<file path="config.mk">
export PLATFORM = sky130hd
export DESIGN_NAME = disp_io_bridge
export DESIGN_NICKNAME = d
export VERILOG_FILES = /design/src/rtl/disp_io_bridge.sv
export SDC_FILE = /design/constraint.sdc
export NUM_CORES = 1
export LEC_CHECK = 0
export ABC_AREA = 1
export CORE_MARGIN = 8
export CORE_UTILIZATION = 44
export CTS_CLUSTER_SIZE = 25
export DETAILED_ROUTE_END_ITERATION = 10
export GPL_ROUTABILITY_DRIVEN = 0
export GPL_TIMING_DRIVEN = 0
export MAX_ROUTING_LAYER = met4
export PLACE_DENSITY = 0.81
export SETUP_SLACK_MARGIN = 0.02
export SLEW_MARGIN = 20
export SYNTH_ARGS = -nofsm -noshare
export SYNTH_HDL_FRONTEND = slang
export SYNTH_SLANG_ARGS = --single-unit
</file>
<file path="constraint.sdc">
create_clock -name clk -period 1.4 [get_ports clk]
set_input_delay 0.14 -clock clk [delete_from_list [all_inputs] [get_ports clk]]
set_output_delay 0.14 -clock clk [all_outputs]
set_load 0.01 [all_outputs]
</file>
<file path="src/rtl/disp_io_bridge.sv">
// disp_io_bridge: CPU-mapped bridge to a 7-segment display driver.
//
// Registers (byte addresses):
//   BASE_ADDR     VALUE  32-bit value shown on the display (byte-enable writes)
//   BASE_ADDR+4   CTRL   bit0 DEC (rw), bit1 BUSY (ro), bit2 OVF (ro)
//
// Ports:
//   clk           system clock, rising edge
//   rst_n         synchronous active-low reset
//   io_we         CPU store strobe
//   io_addr       CPU byte address
//   io_be         byte enables for VALUE writes
//   io_wdata      CPU store data
//   io_rdata      combinational readback
//   disp_data     eight hex nibbles to the display driver (nibble 0 rightmost)
//   disp_data_en  one-cycle load strobe to the display driver
//
// Build option: define DISP_BCD_DEC_EN to include decimal mode (shift-add-3
// binary-to-BCD conversion, BUSY and OVF). Without it every refresh is hex.
//
// FSM (decimal build only):
//   state | meaning
//   IDLE  | no conversion running (a pending start may be flagged in start_q)
//   CONV  | one VALUE bit shifted into the BCD accumulator per cycle, MSB first
//   DONE  | result and strobe presented on disp_data / disp_data_en

module disp_io_bridge #(
  parameter logic [31:0] BASE_ADDR = 32'hFFFF_FC00
) (
  input  logic        clk,
  input  logic        rst_n,
  input  logic        io_we,
  input  logic [31:0] io_addr,
  input  logic [3:0]  io_be,
  input  logic [31:0] io_wdata,
  output logic [31:0] io_rdata,
  output logic [31:0] disp_data,
  output logic        disp_data_en
);

  localparam logic [31:0] CTRL_ADDR = BASE_ADDR + 32'd4;

  logic [31:0] value_q, value_d;
  logic [31:0] disp_q;
  logic        en_q;
  logic        hit_val, hit_ctl, wr_acc;
  logic        dec_w, busy_w, ovf_w;

  assign hit_val = io_we && (io_addr == BASE_ADDR);
  assign hit_ctl = io_we && (io_addr == CTRL_ADDR);
  assign wr_acc  = hit_val || hit_ctl;

  always_comb begin
    value_d = value_q;
    if (hit_val) begin
      for (int i = 0; i < 4; i++) begin
        if (io_be[i]) value_d[8*i +: 8] = io_wdata[8*i +: 8];
      end
    end
  end

  always_comb begin
    io_rdata = 32'd0;
    if (io_addr == BASE_ADDR)      io_rdata = value_q;
    else if (io_addr == CTRL_ADDR) io_rdata = {29'd0, ovf_w, busy_w, dec_w};
  end

  assign disp_data    = disp_q;
  assign disp_data_en = en_q;

`ifdef DISP_BCD_DEC_EN

  localparam logic [1:0] ST_IDLE = 2'd0;
  localparam logic [1:0] ST_CONV = 2'd1;
  localparam logic [1:0] ST_DONE = 2'd2;

  logic [1:0]  state_q;
  logic        dec_q, dec_d;
  logic        ovf_q;
  logic        start_q;
  logic [4:0]  cnt_q;
  logic [31:0] shreg_q;
  logic [39:0] bcd_q, bcd_nxt;

  // Add 3 to every digit >= 5, then shift in the next binary bit.
  function automatic logic [39:0] bcd_step(input logic [39:0] acc, input logic b);
    logic [39:0] adj;
    adj = acc;
    for (int i = 0; i < 10; i++) begin
      if (adj[4*i +: 4] >= 4'd5) adj[4*i +: 4] = adj[4*i +: 4] + 4'd3;
    end
    return (adj << 1) | {39'd0, b};
  endfunction

  assign dec_d   = hit_ctl ? io_wdata[0] : dec_q;
  assign bcd_nxt = bcd_step(bcd_q, shreg_q[31]);

  assign dec_w  = dec_q;
  assign ovf_w  = ovf_q;
  // The start_q cycle counts as busy so BUSY covers write+1 through DONE.
  assign busy_w = start_q || (state_q != ST_IDLE);

  always_ff @(posedge clk) begin
    if (!rst_n) begin
      value_q <= 32'd0;
      dec_q   <= 1'b0;
      ovf_q   <= 1'b0;
      disp_q  <= 32'd0;
      en_q    <= 1'b0;
      state_q <= ST_IDLE;
      start_q <= 1'b0;
      cnt_q   <= 5'd0;
      shreg_q <= 32'd0;
      bcd_q   <= 40'd0;
    end else begin
      value_q <= value_d;
      dec_q   <= dec_d;
      en_q    <= 1'b0;
      if (wr_acc) begin
        // Any accepted write aborts a running conversion and restarts refresh.
        state_q <= ST_IDLE;
        if (!dec_d) begin
          disp_q  <= value_d;
          en_q    <= 1'b1;
          ovf_q   <= 1'b0;
          start_q <= 1'b0;
        end else begin
          start_q <= 1'b1;
        end
      end else if (start_q) begin
        start_q <= 1'b0;
        state_q <= ST_CONV;
        shreg_q <= value_q;
        bcd_q   <= 40'd0;
        cnt_q   <= 5'd31;
      end else begin
        case (state_q)
          ST_CONV: begin
            bcd_q   <= bcd_nxt;
            shreg_q <= {shreg_q[30:0], 1'b0};
            if (cnt_q == 5'd0) begin
              // Last bit: load the result now so the strobe lands in DONE.
              state_q <= ST_DONE;
              en_q    <= 1'b1;
              if (value_q > 32'd99_999_999) begin
                disp_q <= 32'h9999_9999;
                ovf_q  <= 1'b1;
              end else begin
                disp_q <= bcd_nxt[31:0];
                ovf_q  <= 1'b0;
              end
            end else begin
              cnt_q <= cnt_q - 5'd1;
            end
          end
          ST_DONE: state_q <= ST_IDLE;
          default: state_q <= ST_IDLE;
        endcase
      end
    end
  end

`else

  assign dec_w  = 1'b0;
  assign busy_w = 1'b0;
  assign ovf_w  = 1'b0;

  always_ff @(posedge clk) begin
    if (!rst_n) begin
      value_q <= 32'd0;
      disp_q  <= 32'd0;
      en_q    <= 1'b0;
    end else begin
      value_q <= value_d;
      en_q    <= wr_acc;
      if (wr_acc) disp_q <= value_d;
    end
  end

`endif

endmodule

</file>
## Word level (Yosys, flattened, before mapping)

Index checks and enable logic that the tools add are counted.

- Register bits after elaboration: 65
- Bits in latches: 0
- Bits in writable memories: 0
- ROM bits: 0
- Input bits: 71
- Output and inout bits: 65
- Logic and storage cells: 14
- Memories kept: 0

- $add $sub $neg: 0
- Multipliers: 0
- Divide/modulo/power cells: 0
- Magnitude comparators: 0
- Equal/unequal tests: 2
- Shifts and indexed selects: 0
- Muxes and demuxes: 6
- Bitwise logic cells: 0
- Reductions and logical operators: 3

Operators with widths:

| cell | number |
|---|---|
| $eq A32 B32 Y1 const B | 2 |
| $mux W32 | 2 |
| $mux W8 | 4 |
| $logic_and A1 B1 Y1 | 2 |
| $logic_or A1 B1 Y1 | 1 |

## Depth between registers and ports, before layout

- Depth in word-level cells: 3
- Depth in mapped cells: 12

## Worst setup path after synthesis

Ideal clock, no wire load.

- Kind: input to register
- Start: input io_addr[4]
- End: register disp_q[10], in the netlist disp_data[10]
- Library setup time: 0.112 ns
- Arrival: 1.177 ns
- Required time: 1.288 ns
- Slack: 0.111 ns
- Cell stages on the path: 12
- Path buffers: 2
- Cell sequence: inv_1 -> nand2_1 -> nor2_1 -> nand2_1 -> nor2_4 -> nand3_1 -> buf_4 -> buf_6 -> nand2_1 -> nand2_1 -> nor2_1 -> nor2_1

- Longest elaborated chain between the ends: 3
- Elaborated cells between the ends (all ways): 6

RTL lines:

| what | RTL line | RTL |
|---|---|---|
| start: declaration | 33 | `input logic [31:0] io_addr,` |
| $eq A32 B32 Y1, on equally long branches | -- |  |
| $logic_and A1 B1 Y1, on equally long branches | 49, 50 |  |
| $mux W32 or $logic_or A1 B1 Y1 (tied branches) | 55, 51 |  |
| end signal: assignment | 177 | `if (wr_acc) disp_q <= value_d;` |
| end: declaration | 44 | `logic [31:0] disp_q;` |

Several ways; a longest one is shown, not always the timed one.
A chain may end at the register's enable or synchronous reset.

## Final worst setup path

- Start: input io_addr[6]
- End: output io_rdata[6]

- Longest elaborated chain between the ends: 2

RTL lines:

| what | RTL line | RTL |
|---|---|---|
| $eq A32 B32 Y1 | 64 | `if (io_addr == BASE_ADDR) io_rdata = value_q;` |
| $mux W32 | 64 |  |
| end: declaration | 36 | `output logic [31:0] io_rdata,` |

Every way passes these cells.

==> run_results.csv <==
group,metric,value,unit
run_status,status,"finished, final reports clean",
yosys,yosys_most_used_dff,"dfxtp_1",
yosys,avgSynthCellArea,6.39,sq um
job,cap_violations,0,
sta,rsz0062_at_grt,"yes",
clock_network,cts_tree,"done",
yosys,synth_area_leaders,"dfxtp_1 (38%), nand2_1 (17%), nor2_1 (12%)",
global_routing,grt_pass1_vias,4035,
placed_design,io_buffer_count,133,
detailed_routing,antenna_left,0,
die,rows,32,
power_and_ir_drop,peakVddDrop,575,uV
setup_path,crit_arrival,1.25,ns
sta,post-route-period-util,99.4,%
clock_network,insertion_delay,0.34,ns
die,boundaryPins,136,
sta,tightest_slew,0.544,ns
yosys,synth_nets,608,
clock_network,cts_buffers,9,
setup_path,end_kind,"primary output",
worst_hold_path,hold_class,"in2reg",
placed_design,dp_hpwl,8550,microns
detailed_routing,routedWlPerCell,15.2,microns
yosys,ys_types,17,
die,initial_core_util,44.9,%
sta,timing.fmax,719,MHz
global_routing,antenna_found_initial,0,
yosys,syn_inst,537,
yosys,synth_top_area_share,37.9,%
power_and_ir_drop,p_per_area,664,nW/um^2
detailed_routing,drt_wl_total,12100,microns
yosys,synthArstFlopShare,0,%
yosys,synth-edff-count,0,
layout,final_nets,759,
sta,tns,0,ns
power_and_ir_drop,leakagePower,0.00282,uW
setup_path,crit_path_max_fanout,8,
sta,slew_headroom,63.7,%
layout,antenna_cells,0,
global_routing,grt_usage,22.1,%
sta,final_max_slew_viol_count,0,
setup_path,crit_path_start_kind,"primary input",
yosys,ys_ff_latch,65,
clock_network,path_clk_slew,0.07,ns
sta,hold_viol,0,
clock_network,cts_root_buf,"clkbuf_8",
layout,area_growth,56.2,%
clock_network,ctsHoldBuffers,0,
sta,fin_crit,1.39,ns
die,die_area,10900,sq um
detailed_routing,num_vias,4074,
yosys,synth_top_cell_by_area,"dfxtp_1",
layout,stdcell_area,5360,sq um
detailed_routing,drc_errors,0,
setup_path,crit_type,"in2out",
placed_design,placed_area,4890,sq um
sta,skew,0.00978,ns
detailed_routing,dr.first_iter.drc_count,161,
layout,drive_gt1_share,24.0,%
clock_network,ctsLongestPathBuffers,2,
global_routing,grt_pass1_wl,19600,microns
setup_path,cp.required,1.26,ns
yosys,netlist_area,3430,sq um
sta,finalSetupViolCount,0,
die,die_h,104,microns
yosys,synth_seq_area_share,37.9,%
clock_network,htreeDepth,3,
global_routing,grt.overflow.total,0,
detailed_routing,viasPerCell,5.14,
global_routing,grt_max_degree,11,
yosys,yosysMostFrequentCell,"nand2_1",
yosys,synth_common_cells,"nand2_1 (151), nor2_1 (107), dfxtp_1 (65), inv_1 (43)",
detailed_routing,firstDrtPassIters,7,
yosys,ys.warnings.count,0,
die,die_w,104,microns
die,core_area,7650,sq um
clock_network,cts.sinks,65,
[logic make-up (layout without fill, tap and decap cells)]
group                  after synthesis  in the layout  synth area share [%]
AND/OR/NAND/NOR                    327            327                  42.2
AO/OA/AOI/OAI                       64             64                  9.34
buffers and inverters               81            235                  10.5
flip-flops                          65             65                  37.9
[path summary, 6_finish.rpt]
path                     startpoint                        end  slack [ns]  cells past startpoint
min                           rst_n  disp_data[0]$_SDFFE_PN0P_        0.18                      3
max                      io_addr[6]                io_rdata[6]       0.009                     10
min reg2reg  value_q[24]$_SDFF_PN0_     value_q[24]$_SDFF_PN0_        0.48                      2
max reg2reg   value_q[6]$_SDFF_PN0_  disp_data[6]$_SDFFE_PN0P_        0.26                      6
[cell usage in the layout, fill, tap and decap left out]
cell / synthesis / layout
clkbuf_2: 0 / 11
buf_8: 0 / 4
clkinv_2: 0 / 2
nand3b_1: 32 / 32
dlygate4sd2_1: 0 / 4
clkdlybuf4s50_1: 0 / 39
nand2_1: 151 / 142
clkinv_4: 0 / 1
nor2_2: 0 / 10
inv_1: 43 / 36
a21oi_1: 32 / 32
o21ai_1: 0 / 1
o21ai_0: 32 / 31
buf_6: 6 / 35
dlymetal6s2s_1: 0 / 26
clkdlybuf4s15_2: 0 / 1
nand2_2: 1 / 9
clkbuf_1: 22 / 11
nor2_4: 2 / 26
buf_2: 7 / 42
clkbuf_16: 0 / 2
nor2_1: 107 / 73
clkbuf_4: 0 / 1
buf_4: 1 / 2
nand3_1: 2 / 1
nand4_1: 32 / 32
clkbuf_8: 0 / 10
nand2_8: 0 / 1
nand3_2: 0 / 1
dfxtp_1: 65 / 65
inv_2: 1 / 8
[routing by layer]
| metal | share of wire [%] | global-route usage, % | up-vias |
|---|---|---|---|
| li1 | - | - | 2017 |
| met1 | 42 | 25.3 | 1872 |
| met2 | 51 | 37.7 | 172 |
| met3 | 5.7 | 5.27 | 13 |
| met4 | 1.1 | 5.79 | 0 |
| met5 | 0 | - | - |
[cell type report]
type | instances | area, sq um
Timing Repair Buffer | 140 | 1320
Tap cell | 102 | 128
Sequential cell | 65 | 1300
Multi-Input combinational cell | 391 | 2010
Buffer | 37 | 269
Clock inverter | 3 | 18.8
Fill cell | 649 | 2290
Inverter | 44 | 165
Clock buffer | 11 | 141
[stage by stage]
stage | cells | power, uW | utilization, % | hold slack [ns] | setup WS, ns
global placement | 772 | 2220 | 63.9 | 0.470 | -1.06
CTS | 792 | 3570 | 65.8 | 0.165 | -0.000889
finish | 793 | 3560 | 70.1 | 0.175 | 0.00878
global route | 793 | 3710 | 70.1 | 0.178 | -0.0470
floorplan | 537 | 1990 | - | 0.413 | 0.111
detailed placement | 772 | 2230 | 63.9 | 0.473 | -1.08
[power breakdown]
group | total [uW] | leakage, uW | switching [uW] | internal (uW)
registers | 1850 | 0.000523 | 0.000000377 | 1850
logic | 329 | 0.00221 | 155 | 174
clock network | 1390 | 0.0000850 | 716 | 669
[critical path: stages]
cell	delay, ns
buf_2	0.10
inv_2	0.04
nand2_2	0.05
nor2_4	0.12
nand2_2	0.07
nor2_4	0.17
nand2_8	0.13
clkbuf_16	0.20
nor2_4	0.12
buf_6	0.11
[registers in the layout, summed over array words and instances (netlist names)]
name          count
disp_data        32
disp_data_en      1
value_q          32
[what timing repair did]
| action | in CTS | in global routing |
|---|---|---|
| pin swaps | 32 | 21 |
| cloned | 3 | 1 |
| setup endpoints to repair | 98 | 105 |
| gates resized for setup | 279 | 118 |
| setup buffers | 3 | 0 |
(Power assumes the default switching activity.)
